### config.mk
export PLATFORM = sky130hd
export DESIGN_NAME = register_file
export DESIGN_NICKNAME = d
export VERILOG_FILES = /design/src/rtl/register_file.sv
export SDC_FILE = /design/constraint.sdc
export NUM_CORES = 2
export LEC_CHECK = 0
export BUFFER_PORTS_ARGS = -buffer_cell sky130_fd_sc_hd__buf_2
export CELL_PAD_IN_SITES_DETAIL_PLACEMENT = 0
export CELL_PAD_IN_SITES_GLOBAL_PLACEMENT = 1
export CORE_MARGIN = 4
export CORE_UTILIZATION = 53
export DETAILED_ROUTE_END_ITERATION = 7
export PLACE_DENSITY_LB_ADDON = 0.1
export SYNTH_ARGS = -nofsm -noshare
export SYNTH_HDL_FRONTEND = slang
export SYNTH_SLANG_ARGS = --single-unit
export TNS_END_PERCENT = 1
### constraint.sdc
create_clock -name clk -period 3.2 [get_ports clk]
set_clock_uncertainty 0.1 [all_clocks]
set_input_delay 0.48 -clock clk [delete_from_list [all_inputs] [get_ports clk]]
set_output_delay 0.48 -clock clk [all_outputs]
set_load 0.005 [all_outputs]
### src/rtl/register_file.sv
// -----------------------------------------------------------------------------
// register_file
//   General-purpose register bank: one synchronous write port, two registered
//   read ports with write-first forwarding, optional hard-wired zero entry,
//   synchronous clear-all and out-of-range access detection.
//
// Ports
//   clk      in   rising-edge clock
//   reset    in   asynchronous active-low reset
//   we       in   write enable
//   waddr    in   write address   [ADDR_W]
//   wdata    in   write data      [WIDTH]
//   clear    in   synchronous clear of all entries (wins over a write)
//   re_a     in   read enable, port A
//   raddr_a  in   read address, port A [ADDR_W]
//   rdata_a  out  registered read data, port A [WIDTH]
//   re_b     in   read enable, port B
//   raddr_b  in   read address, port B [ADDR_W]
//   rdata_b  out  registered read data, port B [WIDTH]
//   err      out  one-cycle pulse after any enabled out-of-range access
// -----------------------------------------------------------------------------
module register_file #(
    parameter int               WIDTH     = 32,
    parameter int               DEPTH     = 32,
    parameter int               ADDR_W    = 5,
    parameter bit               ZERO_REG  = 1'b1,
    parameter logic [WIDTH-1:0] RESET_VAL = '0
) (
    input  logic              clk,
    input  logic              reset,
    input  logic              we,
    input  logic [ADDR_W-1:0] waddr,
    input  logic [WIDTH-1:0]  wdata,
    input  logic              clear,
    input  logic              re_a,
    input  logic [ADDR_W-1:0] raddr_a,
    output logic [WIDTH-1:0]  rdata_a,
    input  logic              re_b,
    input  logic [ADDR_W-1:0] raddr_b,
    output logic [WIDTH-1:0]  rdata_b,
    output logic              err
);

    // One extra bit so DEPTH == 2**ADDR_W is representable.
    localparam logic [ADDR_W:0] DEPTH_L = (ADDR_W+1)'(DEPTH);

    logic [WIDTH-1:0] mem_q [DEPTH];
    logic [WIDTH-1:0] mem_d [DEPTH];
    logic [WIDTH-1:0] rdata_a_q, rdata_a_d;
    logic [WIDTH-1:0] rdata_b_q, rdata_b_d;
    logic             err_q, err_d;
    logic             wr_commit;

    function automatic logic in_range(input logic [ADDR_W-1:0] a);
        return ({1'b0, a} < DEPTH_L);
    endfunction

    // Value an entry takes on reset or clear; the zero entry stays 0.
    function automatic logic [WIDTH-1:0] init_val(input int idx);
        return (ZERO_REG && idx == 0) ? '0 : RESET_VAL;
    endfunction

    // Value a read loads this edge, seeing the clear/write happening on the
    // same edge (clear first, then write-first forwarding).
    function automatic logic [WIDTH-1:0] read_value(
        input logic [ADDR_W-1:0] ra,
        input logic [WIDTH-1:0]  stored,
        input logic              clr,
        input logic              wc,
        input logic [ADDR_W-1:0] wa,
        input logic [WIDTH-1:0]  wd
    );
        if (!in_range(ra))             return '0;
        if (ZERO_REG && ra == '0)      return '0;
        if (clr)                       return RESET_VAL;
        if (wc && ra == wa)            return wd;
        return stored;
    endfunction

    assign wr_commit = we && in_range(waddr) && !clear && !(ZERO_REG && waddr == '0);

    always_comb begin
        mem_d = mem_q;
        if (clear) begin
            for (int i = 0; i < DEPTH; i++) mem_d[i] = init_val(i);
        end else if (wr_commit) begin
            mem_d[waddr] = wdata;
        end

        rdata_a_d = rdata_a_q;
        if (re_a) begin
            rdata_a_d = read_value(raddr_a, mem_q[raddr_a], clear, wr_commit, waddr, wdata);
        end

        rdata_b_d = rdata_b_q;
        if (re_b) begin
            rdata_b_d = read_value(raddr_b, mem_q[raddr_b], clear, wr_commit, waddr, wdata);
        end

        // Any number of simultaneous faults collapses to one pulse.
        err_d = (we   && !in_range(waddr))
             || (re_a && !in_range(raddr_a))
             || (re_b && !in_range(raddr_b));
    end

    always_ff @(posedge clk or negedge reset) begin
        if (!reset) begin
            for (int i = 0; i < DEPTH; i++) mem_q[i] <= init_val(i);
            rdata_a_q <= '0;
            rdata_b_q <= '0;
            err_q     <= 1'b0;
        end else begin
            mem_q     <= mem_d;
            rdata_a_q <= rdata_a_d;
            rdata_b_q <= rdata_b_d;
            err_q     <= err_d;
        end
    end

    assign rdata_a = rdata_a_q;
    assign rdata_b = rdata_b_q;
    assign err     = err_q;

endmodule

After elaboration in Yosys (flattened, before gate mapping)

Cells that the tools add are included.

$add $sub $neg: 0
Multiply operators: 0
Div/mod/pow operators: 0
Magnitude comparators: 4
Eq/ne operators: 2
Shift-type cells: 0
Multiplexer cells: 40
Bitwise operators: 3
Reductions and logical operators: 11

Operator list:

| kind                 | count |
|---|---|
| $mux W1024           | 2 |
| $bwmux W1024         | 1 |
| $mux W32             | 17 |
| $bmux W32 S5         | 2 |
| $demux W32 S5        | 1 |
| $ge A6 B6 Y1 const B | 3 |
| $not A5 Y6           | 3 |
| $mux W1              | 17 |
| $logic_not A5 Y1     | 3 |
| $eq A5 B5 Y1         | 2 |
| $lt A6 B1 Y1 const B | 1 |
| $logic_and A1 B1 Y1  | 5 |
| $logic_not A1 Y1     | 2 |
| $reduce_bool A2 Y1   | 1 |

Register bits: 1088
Bits in latches: 0
RAM bits: 0
Memory bits (read-only): 0
Input bits: 53
Word-level logic and storage cells: 94
Memories kept: 0

Depth between registers and ports, before layout

Depth after elaboration: 11
Depth in mapped cells: 8
Gate-level depth less buffers: 5

Worst setup path before layout

OpenSTA, ideal clock, no wires.

Kind: input-to-reg
Start point: input port waddr[3]
End point: register rdata_a_q[21] (netlist: rdata_a[21])
Arrival: 2.110 ns
Data required time: 2.974 ns
Path slack: 0.864 ns
Cell stages on the path: 8
Buffers on the path: 3
Path through: buf_2 or3_4 o311ai_4 nor4_1 and4b_1 buf_6 buf_6 a221o_1

Cells in the longest elaborated chain, start to end: 11

RTL lines:

| what                   | line | RTL |
|---|---|---|
| start: declaration     | 32   | `input logic [ADDR_W-1:0] waddr,` |
| $logic_not A5 Y1       | 80   | `assign wr_commit = we && in_range(waddr) && !clear && !(ZERO_REG && waddr == '0);` |
| $logic_not A1 Y1       | 80   |  |
| $logic_and A1 B1 Y1    | 80   |  |
| $logic_and A1 B1 Y1 *  | 76   | `if (wc && ra == wa) return wd;` |
| $mux W1 (2 in a row)   | 76   |  |
| $mux W1                | 75   | `if (clr) return RESET_VAL;` |
| $mux W1                | 91   | `if (re_a) begin` |
| $mux W32 *             | 77   | `return stored;` |
| $mux W32 *             | 76   |  |
| $mux W32 *             | 75   |  |
| end signal: assignment | 114  | `rdata_a_q <= rdata_a_d;` |
| end: declaration       | 49   | `logic [WIDTH-1:0] rdata_a_q, rdata_a_d;` |

Every way passes the cells marked *; elsewhere a longest branch is shown, timed or not. The select of a mux whose other input is x is not followed.
A chain may end at the register's enable or synchronous reset.

Worst setup path in the final report

Start point: input port clear
End point: register rdata_a_q[9] (netlist: rdata_a[9])

Cells in the longest elaborated chain, start to end: 11

RTL lines:

| what                             | line | RTL |
|---|---|---|
| start: declaration               | 34   | `input logic clear,` |
| $logic_not A1 Y1                 | 80   |  |
| $logic_and A1 B1 Y1 (2 in a row) | 80   |  |
| $logic_and A1 B1 Y1              | 76   |  |
| $mux W1 (2 in a row)             | 76   |  |
| $mux W1                          | 75   |  |
| $mux W1                          | 91   |  |
| $mux W32                         | 77   |  |
| $mux W32 *                       | 76   |  |
| $mux W32 *                       | 75   |  |

Marks and branches as above.

==> impl_results.md <==
- Top post-synthesis cells by count: nand2_1 (2,020), dfrtp_1 (1,088), mux2i_1 (1,024), a21oi_1 (992), clkbuf_1 (550)
- Row Count: 123
- Final period util: 81.6%
- Mapped Nets: 6,978
- Slew Limit Headroom: 30.5%
- Fmax: 383 MHz
- Post-Place Cells: 8,109
- Via count: 55,718
- Reg clk slew, reported paths: 50 ps
- Final hold slack: 171 ps
- Status: complete, no violations
- WP data required: 3780 ps
- Most common cell in the netlist: nand2_1
- Slowest CP cell: nor4_1
- Crit. End Element: register
- Unique masters post-synth: 34
- First-pass GRT wire length: 371,000 microns
- Fin crit period: 2610 ps
- CP Cell Sequence: dlygate4sd3_1 -> buf_8 -> inv_1 -> o311ai_4 -> nor4_1 -> and4b_2 -> buf_12 -> a221o_1
- Initial Utilization: 53.5%
- FF+latch count, synth: 1,088
- Routed len/inst: 30.8 microns
- Die ar.: 0.119 sq mm
- Core area: 0.113 sq mm
- Final Setup Violations: 0
- Element type at the critical path start: primary input
- Switch Pwr: 8.72 mW
- Area contributors post-synth: dfrtp_1 (45%), mux2i_1 (17%), nand2_1 (13%)
- DRT Pass-1 Iters: 6
- Synthesis warning total: 0
- Sequential fraction of the synthesis area: 45.2%
- CP bufs+invs: 4
- Mean number of vias per cell: 6.69
- Average size of a mapped cell: 8.70 sq um
- Nets@finish: 6,798
- Gate count of the mapped netlist: 6,925
- Power per cell area: 478 mW/mm^2
- Arr. time, crit path: 3190 ps
- Min-Delay Path Class: primary input to asynchronous set/reset pin
- Largest net degree at the start of global routing: 174
- Clk buf depth: 3
- Post-CTS sizing: 0
- Routability cong.: 0.904
- Hpwl dp: 149,000 microns
- Top Ports: 118
- Die Wd: 345 microns
- Post-DRT Antenna Nets: 0
- GRT Residual Overflow: 0
- Number of post-CTS setup repair buffers: 0
- Synth Area in XOR/XNOR: 0.145%
- Post-synth top flop: dfrtp_1
- CP Max Fanout: 25
- Top cell type by total area after synthesis: dfrtp_1
- TritonCTS clock tree: done
- Drt initial violations: 7,631
- Largest family of logic cells by synthesized area: simple AND/OR/NAND/NOR gates
- PortBufs: 116
- Max Cap Viol: 0
- Clock power share: 45.1%
- Pre-CTS setup slack: 362 ps
- Top-area cell type share of the netlist area: 45.2%
- Num CTS Buffers: 132
- Layout Area Growth over Synthesis: 12.6%
- Simple-gate area share of the yosys netlist: 17.0%
- Area post-placement: 0.0637 sq mm
- Overall power: 32.5 mW
- # fillers: 9,932
- Gate power share: 11.4%
- CP Class: primary input to register
- Net Sw Frac: 26.9%
- Hold Vio Cnt, Final: 0
- Die height: 345 microns
- Vias in the first global route: 53,431
- P_leak: 29.2 nW
- Syn Std Cell Area: 0.0603 sq mm
- Layout cells sized above 1: 9.77%
- Fraction of registers with async set/reset: 100%
- Top Family by Delay on Critical Path: buffers and inverters
- Synth Area in Compound Gates: 15.8%
- Mux cell area share after synthesis: 17.0%
- Setup WS post-layout: 589 ps
- Part of the power in registers: 43.5%
- GRT Total Usage: 41.8%
- Initial antenna violation count: 21
- Clock root buffer: clkbuf_16
- Final instance area: 0.0678 sq mm
- DRC viols: 0
- Final Core Density: 60.2%
- H-tree depth: 4
- RSZ-0062 raised after global routing: false
- Slew Viols, Final: 0
- Critical Path Max Stage Delay: 600 ps
- Hold buffer count at CTS: 2
- Number of flops mapped to enable cells by yosys: 0
- Internal: 23.7 mW
- IR drop worst, VDD: 0.000483 V
- Routed Wire Length: 257,000 microns
- Slew of the pin with the lowest slew margin: 1040 ps
- Clock sinks: 1,088
- Post-Synth Adder-Cell Area: 0%
- Non-Filler Instances: 8,332
- Clk Latency, worst-skew pair: 750 ps
- Fin Setup TNS: 0 ps
[flip-flops by register name, indices dropped and copies added (netlist names)]
name	flops
rdata_b	32
rdata_a	32
mem_q	1024
[per-layer routing]
layer,global-route usage (%),part of all wire [%],vias up
met5,0,0.049,-
met4,22.5,6.3,18
met3,11.7,13,896
met2,60.6,42,3682
met1,57.0,39,27457
li1,-,-,23665
[area by class of cell]
| cell class | instances | area (sq um) | share of cell area (%) |
|---|---|---|---|
| Timing Repair Buffer | 403 | 4070 | 6.00 |
| Sequential cell | 1088 | 27200 | 40.1 |
| Multi-Input combinational cell | 5119 | 30600 | 45.0 |
| Clock buffer | 199 | 3900 | 5.75 |
| Clock inverter | 18 | 205 | 0.302 |
| Antenna cell | 4 | 10.0 | 0.0148 |
| Tap cell | 1500 | 1880 | 2.77 |
| Inverter | 1 | 3.75 | 0.00553 |
[worst reg2reg max path: stages (launching register included)]
cell	delay, ps
dfrtp_1	400
mux2i_1	160
a22oi_1	120
nand3_1	150
nand4_1	310
a221o_1	440
[path summary, 6_finish.rpt]
path / startpoint / endpoint / slack, ps / cells past startpoint
max: clear / rdata_a[9] / 590 / 8
min: reset / mem_q[983] / 170 / 2
max reg2reg: mem_q[350] / rdata_a[30] / 1410 / 5
min reg2reg: mem_q[1015] / mem_q[1015] / 430 / 1
max in group asynchronous: reset / mem_q[305] / 1740 / 3
min in group clk: wdata[6] / mem_q[38] / 170 / 3
[layout by cell type (no fill, tap or decap), types with 3 or more instances in the layout]
| cell | count |
|---|---|
| and3b_1 | 3 |
| nor2_1 | 3 |
| nor3b_1 | 3 |
| diode_2 | 4 |
| nand3_1 | 258 |
| clkbuf_8 | 20 |
| clkbuf_1 | 40 |
| a21oi_1 | 992 |
| inv_6 | 4 |
| a221o_1 | 64 |
| xnor2_1 | 4 |
| buf_4 | 182 |
| nand3b_1 | 3 |
| xor2_1 | 6 |
| nand4_1 | 64 |
| clkbuf_16 | 139 |
| bufinv_16 | 4 |
| nand2_2 | 31 |
| mux2i_1 | 1024 |
| dfrtp_1 | 1088 |
| clkinv_2 | 10 |
| buf_12 | 103 |
| buf_8 | 4 |
| nand2_1 | 1989 |
| nor2b_4 | 8 |
| nor2b_1 | 96 |
| nor2_4 | 35 |
| a22oi_1 | 512 |
| or3b_2 | 3 |
| buf_2 | 112 |
[power groups by stage]
stage	combinational, mW	clock [mW]	sequential [mW]
finish	3.68	14.6	14.1
floorplan	1.94	0	14.3
detailed placement	3.57	0	14.3
global placement	3.55	0	14.3
global route	3.82	15.3	14.1
CTS	3.59	14.7	14.1
[kinds of logic after synthesis]
| family | Yosys count |
|---|---|
| AOI/OAI and AO/OA | 1573 |
| xor gates and xnor gates | 10 |
| buffers and inverters | 718 |
| DFF | 1088 |
| muxes | 1024 |
| other | 1 |
| and+or+nand+nor | 2511 |
No activity file was read; power rests on OpenSTA's default activity.
